File: src/rtl/sc2110_pkg.sv
// sc2110_pkg -- shared definitions for the SC2110 frame transmitter.
//   state_t      : frame sequencer state encoding
//   DEF_*        : default timing/width constants the block parameters fall back to
//   max4()       : helper used to size the line-period counter
package sc2110_pkg;

    typedef enum logic [2:0] {
        ST_IDLE   = 3'd0,
        ST_FRONT  = 3'd1,
        ST_ACTIVE = 3'd2,
        ST_HBLANK = 3'd3,
        ST_BACK   = 3'd4,
        ST_VBLANK = 3'd5
    } state_t;

    localparam int DEF_DW       = 12;
    localparam int DEF_H_ACTIVE = 1920;
    localparam int DEF_H_BLANK  = 280;
    localparam int DEF_V_ACTIVE = 1080;
    localparam int DEF_V_FRONT  = 4;
    localparam int DEF_V_BACK   = 4;
    localparam int DEF_V_BLANK  = 45;

    function automatic int max4(input int a, input int b, input int c, input int d);
        int m;
        m = a;
        if (b > m) m = b;
        if (c > m) m = c;
        if (d > m) m = d;
        return m;
    endfunction

endpackage

File: src/rtl/sc2110_line_cnt.sv
// sc2110_line_cnt -- pixel and line-period counters for the frame sequencer.
//   pclk_b, rst_n : clock, async active-low reset
//   i_run         : counters advance while high, held at 0 while low
//   i_lines       : number of line periods in the current state (>= 1)
//   o_pix         : position within the line period, 0..H_TOT-1
//   o_line        : line period within the current state, 0..i_lines-1
//   o_eol         : last cycle of a line period
//   o_eos         : last cycle of the last line period of the state
module sc2110_line_cnt #(
    parameter int H_TOT = 2200,
    parameter int PW    = 12,
    parameter int LW    = 11
) (
    input  logic          pclk_b,
    input  logic          rst_n,
    input  logic          i_run,
    input  logic [LW-1:0] i_lines,
    output logic [PW-1:0] o_pix,
    output logic [LW-1:0] o_line,
    output logic          o_eol,
    output logic          o_eos
);

    logic [PW-1:0] r_pix;
    logic [LW-1:0] r_line;

    assign o_pix  = r_pix;
    assign o_line = r_line;
    assign o_eol  = i_run && (r_pix == PW'(H_TOT - 1));
    assign o_eos  = o_eol && (r_line == i_lines - LW'(1));

    // Both counters wrap on o_eos, so every state is entered with them at 0.
    always_ff @(posedge pclk_b or negedge rst_n) begin
        if (!rst_n) begin
            r_pix  <= '0;
            r_line <= '0;
        end else if (!i_run) begin
            r_pix  <= '0;
            r_line <= '0;
        end else if (o_eol) begin
            r_pix  <= '0;
            r_line <= o_eos ? '0 : r_line + LW'(1);
        end else begin
            r_pix  <= r_pix + PW'(1);
        end
    end

endmodule

File: src/rtl/sc2110_frame_tx.sv
// sc2110_frame_tx -- parallel-video frame transmitter (fvld/lvld/dvld + data).
//   pclk_b, rst_n            : pixel clock, async active-low reset
//   i_en                     : frame generation enable, sampled at frame boundaries
//   i_pattern                : 0 = FIFO data, 1 = column ramp (latched per frame)
//   i_fifo_empty/i_fifo_dout : upstream FIFO status and data (1-cycle read latency)
//   o_fifo_rd_en             : FIFO read strobe (combinational from state)
//   o_fvld/o_lvld/o_dvld     : frame/line/pixel valid
//   o_data                   : pixel data
//   o_underflow              : sticky per-frame FIFO underflow flag
//   o_frame_done             : one-cycle pulse when the back porch ends
module sc2110_frame_tx
    import sc2110_pkg::*;
#(
    parameter int DW       = DEF_DW,
    parameter int H_ACTIVE = DEF_H_ACTIVE,
    parameter int H_BLANK  = DEF_H_BLANK,
    parameter int V_ACTIVE = DEF_V_ACTIVE,
    parameter int V_FRONT  = DEF_V_FRONT,
    parameter int V_BACK   = DEF_V_BACK,
    parameter int V_BLANK  = DEF_V_BLANK
) (
    input  logic          pclk_b,
    input  logic          rst_n,
    input  logic          i_en,
    input  logic          i_pattern,
    input  logic          i_fifo_empty,
    output logic          o_fifo_rd_en,
    input  logic [DW-1:0] i_fifo_dout,
    output logic          o_fvld,
    output logic          o_lvld,
    output logic          o_dvld,
    output logic [DW-1:0] o_data,
    output logic          o_underflow,
    output logic          o_frame_done
);

    localparam int H_TOT = H_ACTIVE + H_BLANK;
    localparam int PW    = $clog2(H_TOT + 1);
    localparam int LW    = $clog2(max4(V_ACTIVE, V_FRONT, V_BACK, V_BLANK) + 1);

    state_t        r_state, w_nxt;
    logic [PW-1:0] w_pix;
    logic [LW-1:0] w_line;
    logic [LW-1:0] w_lines;
    logic          w_eol, w_eos, w_run;
    logic          w_start, w_done;
    logic          w_fvld, w_lvld, w_rd_en;
    state_t        w_first, w_after_blank, w_after_back, w_after_active;

    logic          r_pat;
    logic          r_fvld, r_lvld, r_dvld, r_done, r_underflow, r_src_fifo;
    logic [DW-1:0] r_data;

    assign w_run = (r_state != ST_IDLE);

    always_comb begin
        w_lines = LW'(1);
        case (r_state)
            ST_FRONT:            w_lines = LW'(V_FRONT);
            ST_ACTIVE, ST_HBLANK: w_lines = LW'(V_ACTIVE);
            ST_BACK:             w_lines = LW'(V_BACK);
            ST_VBLANK:           w_lines = LW'(V_BLANK);
            default:             w_lines = LW'(1);
        endcase
    end

    sc2110_line_cnt #(.H_TOT(H_TOT), .PW(PW), .LW(LW)) u_cnt (
        .pclk_b  (pclk_b),
        .rst_n   (rst_n),
        .i_run   (w_run),
        .i_lines (w_lines),
        .o_pix   (w_pix),
        .o_line  (w_line),
        .o_eol   (w_eol),
        .o_eos   (w_eos)
    );

    // Zero-length vertical periods are skipped by chaining the successor choice.
    assign w_first        = (V_FRONT != 0) ? ST_FRONT : ST_ACTIVE;
    assign w_after_blank  = i_en ? w_first : ST_IDLE;
    assign w_after_back   = (V_BLANK != 0) ? ST_VBLANK : w_after_blank;
    assign w_after_active = (V_BACK != 0) ? ST_BACK : w_after_back;

    always_ff @(posedge pclk_b or negedge rst_n) begin
        if (!rst_n) r_state <= ST_IDLE;
        else        r_state <= w_nxt;
    end

    always_comb begin
        w_nxt   = r_state;
        w_start = 1'b0;
        w_done  = 1'b0;
        case (r_state)
            ST_IDLE: begin
                if (i_en) begin
                    w_nxt   = w_first;
                    w_start = 1'b1;
                end
            end
            ST_FRONT: begin
                if (w_eos) w_nxt = ST_ACTIVE;
            end
            ST_ACTIVE, ST_HBLANK: begin
                if (w_eos) begin
                    w_nxt   = w_after_active;
                    w_done  = (V_BACK == 0);
                    w_start = (V_BACK == 0) && (V_BLANK == 0) && i_en;
                end else if (w_eol) begin
                    w_nxt = ST_ACTIVE;
                end else if (r_state == ST_ACTIVE && w_pix == PW'(H_ACTIVE - 1)) begin
                    w_nxt = ST_HBLANK;
                end
            end
            ST_BACK: begin
                if (w_eos) begin
                    w_nxt   = w_after_back;
                    w_done  = 1'b1;
                    w_start = (V_BLANK == 0) && i_en;
                end
            end
            ST_VBLANK: begin
                if (w_eos) begin
                    w_nxt   = w_after_blank;
                    w_start = i_en;
                end
            end
            default: w_nxt = ST_IDLE;
        endcase
    end

    assign w_fvld  = (r_state == ST_FRONT) || (r_state == ST_ACTIVE) ||
                     (r_state == ST_HBLANK) || (r_state == ST_BACK);
    assign w_lvld  = (r_state == ST_ACTIVE);
    // Uses the per-frame latched pattern so a mid-frame toggle cannot start reads.
    assign w_rd_en = w_lvld && !r_pat && !i_fifo_empty;

    assign o_fifo_rd_en = w_rd_en;

    always_ff @(posedge pclk_b or negedge rst_n) begin
        if (!rst_n) begin
            r_pat       <= 1'b0;
            r_fvld      <= 1'b0;
            r_lvld      <= 1'b0;
            r_dvld      <= 1'b0;
            r_done      <= 1'b0;
            r_underflow <= 1'b0;
            r_src_fifo  <= 1'b0;
            r_data      <= '0;
        end else begin
            if (w_start) r_pat <= i_pattern;
            r_fvld     <= w_fvld;
            r_lvld     <= w_lvld;
            r_done     <= w_done;
            r_dvld     <= w_lvld && (r_pat || w_rd_en);
            r_src_fifo <= w_rd_en;
            r_data     <= (w_lvld && r_pat) ? DW'(w_pix) : '0;
            if (w_start)
                r_underflow <= 1'b0;
            else if (w_lvld && !r_pat && i_fifo_empty)
                r_underflow <= 1'b1;
        end
    end

    // The FIFO's own output register supplies the pixel one cycle after the
    // read, which is the same cycle the registered valids describe it.
    assign o_data       = r_src_fifo ? i_fifo_dout : r_data;
    assign o_fvld       = r_fvld;
    assign o_lvld       = r_lvld;
    assign o_dvld       = r_dvld;
    assign o_underflow  = r_underflow;
    assign o_frame_done = r_done;

endmodule

File: config.mk
export PLATFORM = sky130hd
export DESIGN_NAME = sc2110_frame_tx
export DESIGN_NICKNAME = d
export VERILOG_FILES = /design/src/rtl/sc2110_pkg.sv /design/src/rtl/sc2110_line_cnt.sv /design/src/rtl/sc2110_frame_tx.sv
export SDC_FILE = /design/constraint.sdc
export NUM_CORES = 1
export LEC_CHECK = 0
export ABC_AREA = 1
export BUFFER_PORTS_ARGS = -buffer_cell sky130_fd_sc_hd__buf_2
export CORE_MARGIN = 2
export CORE_UTILIZATION = 45
export DETAILED_ROUTE_END_ITERATION = 10
export GPL_ROUTABILITY_DRIVEN = 0
export SLEW_MARGIN = 30
export SYNTH_ARGS = -nofsm -noshare
export SYNTH_HDL_FRONTEND = slang
export SYNTH_HIERARCHICAL = 1
export SYNTH_SLANG_ARGS = --single-unit
File: constraint.sdc
create_clock -name pclk_b -period 5.6 [get_ports pclk_b]
set_input_delay 0.56 -clock pclk_b [delete_from_list [all_inputs] [get_ports pclk_b]]
set_output_delay 0.56 -clock pclk_b [all_outputs]
set_load 0.05 [all_outputs]
==> summary.md <==
| Metric | Value |
|---|---|
| Status | completed |
| Place WS | 2.58 ns |
| Drt wl/cell | 10.6 um |
| Share of cells above drive strength 1 | 20.5% |
| Detailed Routing Iterations Pass 1 | 5 |
| Setup TNS | 0 ns |
| Post-CTS Resized | 0 |
| Global route total overflow | 0 |
| FP Rows | 29 |
| Xor and xnor fraction of the mapped netlist area | 3.49% |
| Pwr Density | 347 nW/um^2 |
| Synth Area in Simple Gates | 35.7% |
| Routed Antenna Nets | 0 |
| Clk_skew | 0.00677 ns |
| WS Path Type | reg -> reg |
| Clock transition at the registers of the reported paths | 0.08 ns |
| Sink Count | 45 |
| Hold_buf cts | 0 |
| Die Area | 7270 um^2 |
| Vias in the first global route | 2277 |
| Worst EP required | 5.79 ns |
| Worst Path Arrival | 3.22 ns |
| I/O pin total | 35 |
| Combinational family with the most area after synthesis | simple AND/OR/NAND/NOR gates |
| Sequential area share after synthesis | 37.9% |
| Syn. warnings | 6 |
| # Max-Cap Violations | 0 |
| Post-route clock period utilization | 54.0% |
| Fin area | 3320 um^2 |
| Tmin final | 3.03 ns |
| Synthesized area | 2970 um^2 |
| Crit Path Max Fanout | 10 |
| First-pass GRT wire length | 10300 um |
| Worst path slowest cell | dfrtp_1 |
| Number of fill cells | 663 |
| Clk_lat worst skew | 0.29 ns |
| Area grow syn2layout | 11.7% |
| Final Setup Violations | 0 |
| DP Area | 3230 um^2 |
| Relative slew slack | 62.3% |
| Setup Fix Bufs, Post-CTS | 0 |
| Type of origin of the critical path | flip-flop |
| Hpwl dp | 4450 um |
| CTS tree | done |
| Number of port buffers | 34 |
| Die H | 85.3 um |
| Fmax | 0.331 GHz |
| Initial Util | 46.6% |
| Post-route insts no fill | 535 |
| Residual DRC count | 0 |
| Crit path largest cell delay | 0.42 ns |
| Worst hold slack | 0.242 ns |
| Synth cell types | 39 |
| Largest net degree at the start of global routing | 46 |
| Final total power | 1.15 mW |
| Final wirelength | 5650 um |
| Hold Violations, Final | 0 |
| Antenna diode count | 0 |
| Dpl cells | 528 |
| Cell-by-cell listing of the critical path | inv_1 > a21oi_2 > o21ai_1 > inv_1 > ha_1 > nand2_1 > nor2_2 > nand2_1 > a21oi_1 > nand3_2 > nor2_4 > nand3_4 > nor2_2 > inv_1 > a21oi_2 > nand2_1 > nand2_1 > nand2_1 |
| RSZ-0062 raised after global routing | false |
| Fin util | 52.0% |
| Core box area | 6390 um^2 |
| Vias | 2491 |
| CP endpoint kind | flip-flop |
| Area occupied by multi-input gates | 1560 um^2 |
| Nets@finish | 478 |
| Synth Area in Adders | 1.26% |
| WP buf/inv | 3 |
| Slew Limit Fails | 0 |
| H-tree depth | 2 |
| CTS root buf | clkbuf_8 |
| Initial antenna violation count | 0 |
| Final WS setup | 2.57 ns |
| Proportion of synthesized area in mux cells | 4.55% |
| Clk buf depth | 2 |
| Compound-gate portion of the synthesized area | 5.81% |
| Maximum VDD drop | 0.000275 V |
| Horiz. Die Dim | 85.3 um |
| Vias per cell | 4.66 |
| Most frequent CP cell | nand2_1 |
| CP top delay family | simple AND/OR/NAND/NOR gates |
| Min-delay worst type | in -> async |
| DR iter-0 viols | 111 |
| CTS buffer count | 5 |
| GRT Util Overall | 17.3% |
| Synthesis-stage register bit count | 45 |
| FF+latch area | 1130 um^2 |
| LEAKAGE | 1.75 nW |
| Worst-Margin Slew | 0.566 ns |
| Gate Count Post-Synth | 409 |
| Mean Syn Cell Area | 7.27 um^2 |
[cell usage after synthesis (all sizes together)]
master	count	share of area [%]
mux2	12	4.5
o21bai	1	0.25
o21ai	13	2.3
bufbuf	1	1.1
buf	4	0.97
nand3	28	5.8
o211ai	2	0.50
nand2	122	16
nand4	2	0.42
nor4	1	0.72
nand3b	1	0.25
ha	3	1.3
nor3b	2	0.50
xnor2	4	1.2
dfrtp	45	38
a21oi	11	2.1
inv	70	8.8
nor3	13	2.9
nor2	58	8.5
conb	1	0.13
a31oi	3	0.63
xor2	7	2.3
or2	3	0.63
clkinv	2	0.29
[routing by layer]
layer	track usage (%)	routed length [um]
met1	24.3	2880
met3	2.72	153
met2	27.8	2560
met5	0	0
met4	4.62	45
[layout by cell type (no fill, tap or decap), types with 5 or more instances in the layout]
cell      netlist  layout
a21oi_1         9       9
mux2_2         12      12
nand2_2         7       7
inv_2           8       8
nor2_1         48      48
nand3_1        23      23
nor2_2          8       8
conb_1          1      14
nor3_1          9       9
dfrtp_1        45      45
o21ai_1         5       5
nand2_1       115     115
o21ai_0         7       7
xor2_1          6       6
buf_2           2      33
inv_1          62      62
clkbuf_8        0       6
[flip-flops by register name (all words and copies together) (netlist names)]
name,cells
r_data,12
r_state,3
r_src_fifo,1
o_lvld,1
o_dvld,1
o_fvld,1
u_cnt/o_line,11
o_frame_done,1
r_pat,1
o_underflow,1
u_cnt/o_pix,12
[power by group]
group          total (mW)  switching, mW  internal (mW)
Combinational       0.456          0.309          0.147
Clock               0.203          0.106         0.0976
Sequential          0.493         0.0901          0.403
Total                1.15          0.505          0.647
[cell families (layout without fill, tap and decap cells)]
| logic type | after synthesis | count (layout) |
|---|---|---|
| mux | 12 | 12 |
| flops | 45 | 45 |
| compound gates | 30 | 30 |
| fa+ha+maj | 3 | 3 |
| xor+xnor | 11 | 11 |
| other cells | 1 | 14 |
| buf+inv | 77 | 113 |
| simple gates | 230 | 230 |
[worst reg2reg max path, stage by stage (launching register included)]
cell and delay, ns:
dfrtp_1 0.42, inv_1 0.10, a21oi_2 0.35, o21ai_1 0.17
inv_1 0.13, ha_1 0.26, nand2_1 0.11, nor2_2 0.15
nand2_1 0.07, a21oi_1 0.17, nand3_2 0.11, nor2_4 0.10
nand3_4 0.14, nor2_2 0.15, inv_1 0.11, a21oi_2 0.21
nand2_1 0.07, nand2_1 0.05, nand2_1 0.04
[area by class of cell]
type	instances	area share, %
well taps	77	2.90
clock inverters	1	0.226
flip-flops and latches	45	33.9
inverters	72	8.18
multi-input cells	300	47.1
repair buffers	34	5.20
clock buffers	6	2.49
[final timing paths]
path / startpoint / end / slack, ns / depth (start not counted)
max: r_state[0]$_DFFE_PN0P_ / r_state[0]$_DFFE_PN0P_ / 2.57 / 18
max reg2reg: r_state[0]$_DFFE_PN0P_ / r_state[0]$_DFFE_PN0P_ / 2.57 / 18
max in group asynchronous: rst_n / u_cnt/o_line[9]$_DFFE_PN0P_ / 4.95 / 1
min in group pclk_b: i_fifo_empty / r_src_fifo$_DFF_PN0_ / 0.46 / 2
min reg2reg: r_pat$_DFFE_PN0P_ / r_src_fifo$_DFF_PN0_ / 0.48 / 1
min: rst_n / r_src_fifo$_DFF_PN0_ / 0.24 / 1
Power figures use the tool's default switching activity.
